**src/rtl/fxp_sqrt_pkg.sv**
```systemverilog
// Shared sizing helpers for the streaming fixed-point square root.
// Root width and pipeline depth both follow from the input integer and output fraction widths.
package fxp_sqrt_pkg;

  function automatic int root_int_bits(input int wii);
    return wii / 2;
  endfunction

  // One extra bit below the output LSB acts as the rounding guard.
  function automatic int root_bits(input int wii, input int wof);
    return root_int_bits(wii) + wof + 1;
  endfunction

  function automatic int rem_bits(input int wii, input int wof);
    return 2 * root_bits(wii, wof);
  endfunction

  function automatic int pipe_latency(input int wii, input int wof);
    return root_bits(wii, wof) + 2;
  endfunction

endpackage

```
**src/rtl/fxp_sqrt_stream_if.sv**
```systemverilog
// Valid/ready stream bundle for the fixed-point square root: radicand in, root out.
// master is the producer/consumer side, slave is the sqrt block.
interface fxp_sqrt_stream_if #(
  parameter int WII  = 9,
  parameter int WIF  = 10,
  parameter int WOI  = 9,
  parameter int WOF  = 10,
  parameter int TAGW = 4
);
  logic                 i_valid;
  logic                 i_ready;
  logic [WII+WIF-1:0]   i_data;
  logic [TAGW-1:0]      i_tag;
  logic                 o_valid;
  logic                 o_ready;
  logic [WOI+WOF-1:0]   o_data;
  logic [TAGW-1:0]      o_tag;
  logic                 o_neg;
  logic                 o_overflow;

  modport master (
    output i_valid, i_data, i_tag, o_ready,
    input  i_ready, o_valid, o_data, o_tag, o_neg, o_overflow
  );

  modport slave (
    input  i_valid, i_data, i_tag, o_ready,
    output i_ready, o_valid, o_data, o_tag, o_neg, o_overflow
  );
endinterface

```
**src/rtl/fxp_sqrt_stage.sv**
```systemverilog
// One restoring square-root iteration: resolves root bit BIT and keeps remainder = radicand - root^2.
// Valid is reset; the payload registers are not, since a cleared valid masks them.
module fxp_sqrt_stage #(
  parameter int RB   = 15,
  parameter int BIT  = 0,
  parameter int TAGW = 4
) (
  input  logic            clk,
  input  logic            rstn,
  input  logic            adv,
  input  logic            in_valid,
  input  logic [2*RB-1:0] in_rem,
  input  logic [RB-1:0]   in_root,
  input  logic [TAGW-1:0] in_tag,
  input  logic            in_neg,
  output logic            out_valid,
  output logic [2*RB-1:0] out_rem,
  output logic [RB-1:0]   out_root,
  output logic [TAGW-1:0] out_tag,
  output logic            out_neg
);
  localparam int RW = 2 * RB;
  localparam int TW = RW + 1;

  logic [TW-1:0] trial;
  logic [TW-1:0] rem_x;
  logic          take;

  // (root + 2^BIT)^2 - root^2 = root*2^(BIT+1) + 2^(2*BIT)
  always_comb begin
    trial = (TW'(in_root) << (BIT + 1)) | (TW'(1) << (2 * BIT));
    rem_x = {1'b0, in_rem};
    take  = (rem_x >= trial);
  end

  always_ff @(posedge clk or negedge rstn) begin
    if (!rstn) begin
      out_valid <= 1'b0;
    end else if (adv) begin
      out_valid <= in_valid;
    end
  end

  always_ff @(posedge clk) begin
    if (adv) begin
      out_rem  <= take ? RW'(rem_x - trial) : in_rem;
      out_root <= take ? (in_root | (RB'(1) << BIT)) : in_root;
      out_tag  <= in_tag;
      out_neg  <= in_neg;
    end
  end

endmodule

```
**src/rtl/fxp_sqrt_stream.sv**
```systemverilog
// Fully pipelined fixed-point square root with valid/ready, tag sideband, negative flag and saturation.
// A single stage-enable (adv) moves or freezes the whole pipeline, so bubbles are kept as-is.
module fxp_sqrt_stream
  import fxp_sqrt_pkg::*;
#(
  parameter int WII   = 9,
  parameter int WIF   = 10,
  parameter int WOI   = 9,
  parameter int WOF   = 10,
  parameter int ROUND = 1,
  parameter int TAGW  = 4
) (
  input logic              clk,
  input logic              rstn,
  fxp_sqrt_stream_if.slave bus
);
  localparam int RB  = root_bits(WII, WOF);
  localparam int RW  = rem_bits(WII, WOF);
  localparam int DW  = WII + WIF;
  localparam int OW  = WOI + WOF;
  localparam int FA  = 2 * (WOF + 1);
  localparam int SHL = (FA > WIF) ? FA - WIF : 0;
  localparam int SHR = (WIF > FA) ? WIF - FA : 0;
  localparam int WW  = RW + DW + SHL;
  localparam int CW  = ((RB > OW) ? RB : OW) + 1;
  localparam logic [CW-1:0] MAXV = {{(CW-OW+1){1'b0}}, {(OW-1){1'b1}}};

  typedef struct packed {
    logic [RW-1:0]   rem;
    logic [RB-1:0]   root;
    logic [TAGW-1:0] tag;
    logic            neg;
    logic            valid;
  } pl_t;

  logic            adv;
  logic            neg_in;
  logic [RW-1:0]   aligned;
  logic            s0_valid;
  logic [RW-1:0]   s0_rem;
  logic [TAGW-1:0] s0_tag;
  logic            s0_neg;
  pl_t             pl [RB+1];
  logic [CW-1:0]   rnd;
  logic            ovf_c;
  logic [OW-1:0]   data_c;
  logic            unused_rem;

  assign adv         = !bus.o_valid || bus.o_ready;
  assign bus.i_ready = adv;

  // Realign the radicand to 2*(WOF+1) fraction bits; a negative sample enters as zero.
  always_comb begin
    neg_in  = bus.i_data[DW-1];
    aligned = neg_in ? '0 : RW'((WW'(bus.i_data) << SHL) >> SHR);
  end

  always_ff @(posedge clk or negedge rstn) begin
    if (!rstn) begin
      s0_valid <= 1'b0;
    end else if (adv) begin
      s0_valid <= bus.i_valid;
    end
  end

  always_ff @(posedge clk) begin
    if (adv) begin
      s0_rem <= aligned;
      s0_tag <= bus.i_tag;
      s0_neg <= neg_in;
    end
  end

  assign pl[0] = '{rem: s0_rem, root: '0, tag: s0_tag, neg: s0_neg, valid: s0_valid};

  for (genvar i = 1; i <= RB; i++) begin : g_stage
    logic            st_valid;
    logic [RW-1:0]   st_rem;
    logic [RB-1:0]   st_root;
    logic [TAGW-1:0] st_tag;
    logic            st_neg;

    fxp_sqrt_stage #(
      .RB   (RB),
      .BIT  (RB - i),
      .TAGW (TAGW)
    ) u_stage (
      .clk       (clk),
      .rstn      (rstn),
      .adv       (adv),
      .in_valid  (pl[i-1].valid),
      .in_rem    (pl[i-1].rem),
      .in_root   (pl[i-1].root),
      .in_tag    (pl[i-1].tag),
      .in_neg    (pl[i-1].neg),
      .out_valid (st_valid),
      .out_rem   (st_rem),
      .out_root  (st_root),
      .out_tag   (st_tag),
      .out_neg   (st_neg)
    );

    assign pl[i] = '{rem: st_rem, root: st_root, tag: st_tag, neg: st_neg, valid: st_valid};
  end

  // The final remainder would only tell whether the root is exact, which the output does not report.
  assign unused_rem = ^pl[RB].rem;

  // Drop the guard bit (optionally rounding on it), then saturate; a rounding carry is caught too.
  always_comb begin
    rnd    = CW'(pl[RB].root >> 1) + ((ROUND != 0) ? CW'(pl[RB].root[0]) : '0);
    ovf_c  = !pl[RB].neg && (rnd > MAXV);
    data_c = pl[RB].neg ? '0 : (ovf_c ? OW'(MAXV) : OW'(rnd));
  end

  always_ff @(posedge clk or negedge rstn) begin
    if (!rstn) begin
      bus.o_valid    <= 1'b0;
      bus.o_data     <= '0;
      bus.o_tag      <= '0;
      bus.o_neg      <= 1'b0;
      bus.o_overflow <= 1'b0;
    end else if (adv) begin
      bus.o_valid <= pl[RB].valid;
      if (pl[RB].valid) begin
        bus.o_data     <= data_c;
        bus.o_tag      <= pl[RB].tag;
        bus.o_neg      <= pl[RB].neg;
        bus.o_overflow <= ovf_c;
      end
    end
  end

endmodule

```
**src/flat_wrapper.sv**
```systemverilog
// flat-port wrapper written by rule: the top's interface ports become plain ports
module fxp_sqrt_stream_flat import fxp_sqrt_pkg::*;
#(
  parameter int WII   = 9,
  parameter int WIF   = 10,
  parameter int WOI   = 9,
  parameter int WOF   = 10,
  parameter int ROUND = 1,
  parameter int TAGW  = 4
)
  (clk, rstn, bus_i_valid, bus_i_data, bus_i_tag, bus_o_ready, bus_i_ready, bus_o_valid, bus_o_data, bus_o_tag, bus_o_neg, bus_o_overflow);
  fxp_sqrt_stream_if #(.WII(WII), .WIF(WIF), .WOI(WOI), .WOF(WOF), .TAGW(TAGW)) bus_i ();
  input logic clk;
  input logic rstn;
  input wire logic [$bits(bus_i.i_valid)-1:0] bus_i_valid;
  input wire logic [$bits(bus_i.i_data)-1:0] bus_i_data;
  input wire logic [$bits(bus_i.i_tag)-1:0] bus_i_tag;
  input wire logic [$bits(bus_i.o_ready)-1:0] bus_o_ready;
  output wire logic [$bits(bus_i.i_ready)-1:0] bus_i_ready;
  output wire logic [$bits(bus_i.o_valid)-1:0] bus_o_valid;
  output wire logic [$bits(bus_i.o_data)-1:0] bus_o_data;
  output wire logic [$bits(bus_i.o_tag)-1:0] bus_o_tag;
  output wire logic [$bits(bus_i.o_neg)-1:0] bus_o_neg;
  output wire logic [$bits(bus_i.o_overflow)-1:0] bus_o_overflow;
  assign bus_i.i_valid = bus_i_valid;
  assign bus_i.i_data = bus_i_data;
  assign bus_i.i_tag = bus_i_tag;
  assign bus_i.o_ready = bus_o_ready;
  assign bus_i_ready = bus_i.i_ready;
  assign bus_o_valid = bus_i.o_valid;
  assign bus_o_data = bus_i.o_data;
  assign bus_o_tag = bus_i.o_tag;
  assign bus_o_neg = bus_i.o_neg;
  assign bus_o_overflow = bus_i.o_overflow;
  fxp_sqrt_stream #(.WII(WII), .WIF(WIF), .WOI(WOI), .WOF(WOF), .ROUND(ROUND), .TAGW(TAGW)) u_core (.clk(clk), .rstn(rstn), .bus(bus_i));
endmodule
```
**config.mk**
```make
export PLATFORM = sky130hd
export DESIGN_NAME = fxp_sqrt_stream_flat
export DESIGN_NICKNAME = d
export VERILOG_FILES = /design/src/rtl/fxp_sqrt_pkg.sv /design/src/rtl/fxp_sqrt_stream_if.sv /design/src/rtl/fxp_sqrt_stage.sv /design/src/rtl/fxp_sqrt_stream.sv /design/src/flat_wrapper.sv
export SDC_FILE = /design/constraint.sdc
export NUM_CORES = 1
export LEC_CHECK = 0
export BUFFER_PORTS_ARGS = -buffer_cell sky130_fd_sc_hd__buf_2
export CAP_MARGIN = 15
export CORE_AREA = 2 2 185 205
export DETAILED_ROUTE_END_ITERATION = 8
export DIE_AREA = 0 0 187 207
export PLACE_DENSITY = 0.85
export SLEW_MARGIN = 20
export SYNTH_ARGS = -nofsm -noshare
export SYNTH_HDL_FRONTEND = slang
export SYNTH_SLANG_ARGS = --single-unit
```
**constraint.sdc**
```tcl
create_clock -name clk -period 43.2 [get_ports clk]
set_clock_uncertainty 0.15 [all_clocks]
set_input_delay 6.48 -clock clk [delete_from_list [all_inputs] [get_ports clk]]
set_output_delay 6.48 -clock clk [all_outputs]
set_load 0.02 [all_outputs]
```
After elaboration in Yosys (flattened, before gate mapping) --
Cells that the tools add are included.
Storage, ports and cells: register bits after elaboration 797, input bits 27, word-level logic and storage cells 151
Operators by class: add/sub/neg operators 15, magnitude comparators 16, multiplexer cells 17, reduce and logical (&&, ||, !) cells 5
Operator list (number):
- 2-to-1 mux 30 bit | 14
- 2-to-1 mux 19 bit | 2
- greater-or-equal comparator 30 x 16 -> 1 bit | 1
- greater-or-equal comparator 30 x 17 -> 1 bit | 1
- greater-or-equal comparator 30 x 18 -> 1 bit | 1
- greater-or-equal comparator 30 x 19 -> 1 bit | 1
- greater-or-equal comparator 30 x 20 -> 1 bit | 1
- greater-or-equal comparator 30 x 21 -> 1 bit | 1
- greater-or-equal comparator 30 x 22 -> 1 bit | 1
- greater-or-equal comparator 30 x 23 -> 1 bit | 1
- greater-or-equal comparator 30 x 24 -> 1 bit | 1
- greater-or-equal comparator 30 x 25 -> 1 bit | 1
- greater-or-equal comparator 30 x 26 -> 1 bit | 1
- greater-or-equal comparator 30 x 27 -> 1 bit | 1
- greater-or-equal comparator 30 x 28 -> 1 bit | 1
- greater-or-equal comparator 30 x 29 -> 1 bit | 1
- greater-or-equal comparator 30 x 29 -> 1 bit (second input constant) | 1
- subtractor 30 x 17 -> 30 bit | 1
- subtractor 30 x 18 -> 30 bit | 1
- subtractor 30 x 19 -> 30 bit | 1
- subtractor 30 x 20 -> 30 bit | 1
- subtractor 30 x 21 -> 30 bit | 1
- subtractor 30 x 22 -> 30 bit | 1
- subtractor 30 x 23 -> 30 bit | 1
- other kinds (14) | 15

Longest topological paths before layout --
word-level depth 5, mapped depth 13, gate-level depth less buffers 12

Modules after synthesis --
A second synthesis with hierarchy kept.
Second synthesis, totals: cells, all modules 3496, area total of the unflattened synthesis 42742.2 sq um
By module, submodules not included:
- fxp_sqrt_stage (u_core.g_stage[15].u_stage) | instances 1, cells an instance 285, area each 3061.7 sq um
- fxp_sqrt_stage (u_core.g_stage[14].u_stage) | instances 1, cells an instance 248, area each 2912.8 sq um
- fxp_sqrt_stage (u_core.g_stage[13].u_stage) | instances 1, cells an instance 232, area each 2758.9 sq um
- fxp_sqrt_stage (u_core.g_stage[12].u_stage) | instances 1, cells an instance 234, area each 2751.4 sq um
- fxp_sqrt_stage (u_core.g_stage[10].u_stage) | instances 1, cells an instance 235, area each 2750.1 sq um
- fxp_sqrt_stage (u_core.g_stage[5].u_stage) | instances 1, cells an instance 208, area each 2750.1 sq um
- fxp_sqrt_stage (u_core.g_stage[9].u_stage) | instances 1, cells an instance 219, area each 2688.8 sq um
- fxp_sqrt_stage (u_core.g_stage[11].u_stage) | instances 1, cells an instance 232, area each 2680.1 sq um
- fxp_sqrt_stage (u_core.g_stage[6].u_stage) | instances 1, cells an instance 217, area each 2671.3 sq um
- fxp_sqrt_stage (u_core.g_stage[1].u_stage) | instances 1, cells an instance 210, area each 2667.6 sq um
- fxp_sqrt_stage (u_core.g_stage[8].u_stage) | instances 1, cells an instance 214, area each 2667.6 sq um
- fxp_sqrt_stage (u_core.g_stage[7].u_stage) | instances 1, cells an instance 223, area each 2646.3 sq um
- fxp_sqrt_stage (u_core.g_stage[2].u_stage) | instances 1, cells an instance 196, area each 2635.0 sq um
- fxp_sqrt_stage (u_core.g_stage[4].u_stage) | instances 1, cells an instance 205, area each 2612.5 sq um
- +2 rows

Worst setup path after synthesis --
No wires, ideal clock.
path type in2out, from in bus_o_ready, to out bus_i_ready, arrival time 20630 ps, required time 36570 ps, setup slack 15940 ps, stages 3, buffers on the path 2, cells stage by stage nand2b_1 clkbuf_1 clkbuf_1
On the way: cells in the longest elaborated chain, start to end 1
Ends and longest elaborated chain:
- start, declared | RTL line flat_wrapper.sv:18 | input wire logic [$bits(bus_i.o_ready)-1:0] bus_o_ready;
- logical OR 1 bit | RTL line fxp_sqrt_stream.sv:49 | assign adv = !bus.o_valid || bus.o_ready;
- end, declared | RTL line flat_wrapper.sv:19 | output wire logic [$bits(bus_i.i_ready)-1:0] bus_i_ready;
Every way passes these cells.

Worst setup path after layout --
Same ends and word-level chain as after synthesis.

==> metrics <==
clock root buffer clkbuf_16; P per Cell Area 77.34 nW/um^2; hold path depth 0; Mapped Area 24640 um^2; Die X 187 um; cell mode on critical path buf_2; cts bufs inserted 51; Mapped Avg Cell Area 13.22 um^2; post-synthesis compound-gate area fraction 0.08079; post-synthesis sequential area ratio 0.6408; Starting Density 0.6703; Worst-Margin Slew 1.073 ns; drt via density 5.916; GPL Wtd Cong 0.8987; slowest stage delay, CP 0.53 ns; largest net degree at the start of global routing 190; Max Cap Viol 0; initial antenna violation count 1; post_cts resized 0; Yosys reg bits 532; Hold-fix buffers, CTS 0; DIE AREA 38710 um^2; number of global-route vias before repair 14930; fin nets 2099; final hold vios 0; Starting DRT DRC Count 1228; hold_sp u_core.g_stage[2].u_stage.out_neg; library cells used by synthesis 77; final-layout fill cell count 2151; WS Path Type primary input to primary output; Crit. End Element primary output; Clock Latency Late Sink 0.60 ns; largest family of logic cells by synthesized area simple AND/OR/NAND/NOR gates; Worst R2R Start u_core.g_stage[12].u_stage.out_root[3]; leakage power 10.75 nW; # diodes 0; port bufs 48; Area growth syn-to-layout 10.16%; Crit path required time 36.57 ns; Worst setup SP type primary input; CP delay by family, top simple AND/OR/NAND/NOR gates; Synth Area in Adders 0.06601; Synth Area in XOR/XNOR 0.05545; Post-synth EDFFs 495; dpl ws 29.14 ns; status finished clean; share of synthesized registers carrying an async set or reset 0.06955; Cell Rows 74; simple logic cell fraction of the synthesized area 0.1035; grt peak-use layer met2; final setup violation count 0; post-DP HPWL 29710 um; hold crit path type flip-flop to flip-flop; met2 Use GR 0.4194; worst r2r dst u_core.g_stage[13].u_stage.out_rem[12]; fin worst setup slack 29.15 ns; VDD IR max 57.54 uV; grt ovf 0; GR Util met3 0.03643; mux cell area share after synthesis 0.02244; Gate Count Post-Synth 1864; 1st-pass router iterations 7; Clock Tree Buf Depth 3; worst-path cell chain buf_2 -> nand2b_4 -> buf_2; Max Clock Freq 71.17 MHz; buffer and inverter count on the worst path 2; Core ar. 36760 um^2; Routed WL 43230 um; Worst Hold End u_core.g_stage[3].u_stage.out_neg; clock transition at the registers of the reported paths 0.06 ns; GRT Total Usage 0.2251; top_reg_cell synth edfxtp_1; synth warn 0; final worst-path cycle share 0.3253; Crit-path slowest cell nand2b_4; Rel. slew slack 0.2847; R2R depth 12; H-tree depth 2; Tmin final 14.05 ns; worst reg-to-reg setup slack 39.45 ns; DRC viols 0; share of cells above drive strength 1 0.09819; die height 207 um; crit-path max FO 45; Final Slew Violations 0; TritonCTS clock tree done; CP Data Arrival Time 7.42 ns; Setup Buffers After CTS 0; IO Count 54; M1 GR Usage 0.2533; DR vias 14670; clock sinks 532; first-pass GRT wire length 70700 um; Setup TNS 0 ns; Routed Antenna Nets 0; worst hold slack 0.2627 ns; WL per Instance 17.43 um; RSZ-0062 raised after global routing false
## routing by layer
layer	wire length, um	up-vias	share of wire
met1	16160	7127	0.37
li1	-	6981	-
met3	2154	136	0.050
met4	1785	0	0.041
met2	23130	428	0.53
met5	0	-	0
## registers in the layout (all words and copies together) (netlist names)
register	flops
u_core.s0_tag	4
u_core.s0_neg	1
u_core.g_stage.u_stage.out_root	120
u_core.g_stage.u_stage.out_neg	15
u_core.bus.o_valid	1
u_core.g_stage.u_stage.out_tag	60
u_core.g_stage.u_stage.out_rem	277
u_core.bus.o_data	15
u_core.bus.o_tag	4
u_core.g_stage.u_stage.out_valid	15
u_core.s0_valid	1
u_core.s0_rem	18
u_core.bus.o_neg	1
## worst max path at each step
stage	startpoint	to	slack (ns)	depth (start not counted)
2_1_floorplan	bus_o_ready	bus_i_ready	15.94	3
3_3_place_gp	bus_o_ready	bus_i_ready	29.15	3
3_5_place_dp	bus_o_ready	bus_i_ready	29.14	3
4_1_cts	bus_o_ready	bus_i_ready	29.12	3
5_1_grt	bus_o_ready	bus_i_ready	29.08	3
6_report	bus_o_ready	bus_i_ready	29.15	3
## synthesized netlist by cell type, drive strengths merged, types with 14 or more instances
library cell,instances,area share
buf,15,0.0046
nor2,108,0.017
inv,157,0.024
a21oi,68,0.014
dfrtp,37,0.038
nand3,30,0.0061
nand2,129,0.020
o31ai,17,0.0056
xnor2,75,0.027
mux2,42,0.019
or3,32,0.0085
nor3,59,0.012
edfxtp,495,0.60
nand4,14,0.0036
o21a,25,0.0076
xor2,81,0.029
nor4,25,0.0063
nor2b,33,0.0084
a21o,32,0.0097
clkbuf,15,0.0023
o21ai,98,0.020
ha,122,0.062
nand2b,25,0.0063
## worst register-to-register path, delay by kind of cell (launching register included)
kind / cells / cell delay [ns]
AOI/OAI and AO/OA: 4 / 0.77
adders and majority gates: 2 / 0.41
and+or+nand+nor: 3 / 1.09
buffers and inverters: 3 / 0.64
DFF: 1 / 0.41
## cells in the final DEF (no fill, tap or decap), drive strengths merged, types with 6 or more instances in the layout
cell / n
nor2b: 33
and3: 8
xnor2: 75
inv: 158
xor2: 81
nor4b: 6
clkinv: 18
nor2: 108
o21ai: 98
o21a: 25
nor4: 25
ha: 122
clkbuf: 65
and2: 10
mux2i: 8
nand4: 14
nor3: 59
or3: 32
a21oi: 68
a21boi: 6
o31ai: 17
nand2b: 25
mux2: 42
nand2: 129
buf: 54
nand3b: 6
dfrtp: 37
bufinv: 8
a2111oi: 8
edfxtp: 495
a21o: 32
nand3: 30
## area by class of cell
type,instances,area (um^2),area share
flip-flops and latches,532,15790,0.5817
multi-input cells,1149,8114,0.2989
clock buffers,65,1350,0.04974
well taps,494,618.1,0.02277
inverters,157,589.3,0.02171
clock inverters,29,384.1,0.01415
repair buffers,54,297.8,0.01097
## stage by stage
stage	cells	instance area, um^2	power (mW)	util
6_report	2480	27140	2.099	0.7384
5_1_grt	2480	27140	2.221	0.7384
4_1_cts	2480	27140	2.099	0.7384
3_5_place_dp	2386	25410	1.635	0.6913
3_3_place_gp	2386	25410	1.587	0.6913
2_1_floorplan	1868	24650	1.525	-
## kinds of logic (layout without fill, tap and decap cells)
kind of cell | after synthesis | in the layout
flops | 532 | 532
simple gates | 504 | 504
compound gates | 307 | 307
buf+inv | 187 | 305
xor+xnor | 156 | 156
fa+ha+maj | 127 | 127
mux | 50 | 50
other cells | 1 | 5
## power by group
group	internal, mW	total [mW]	switching [mW]
registers	0.860	0.988	0.128
logic	0.274	0.654	0.381
clock network	0.270	0.456	0.186
Power figures use the tool's default switching activity.
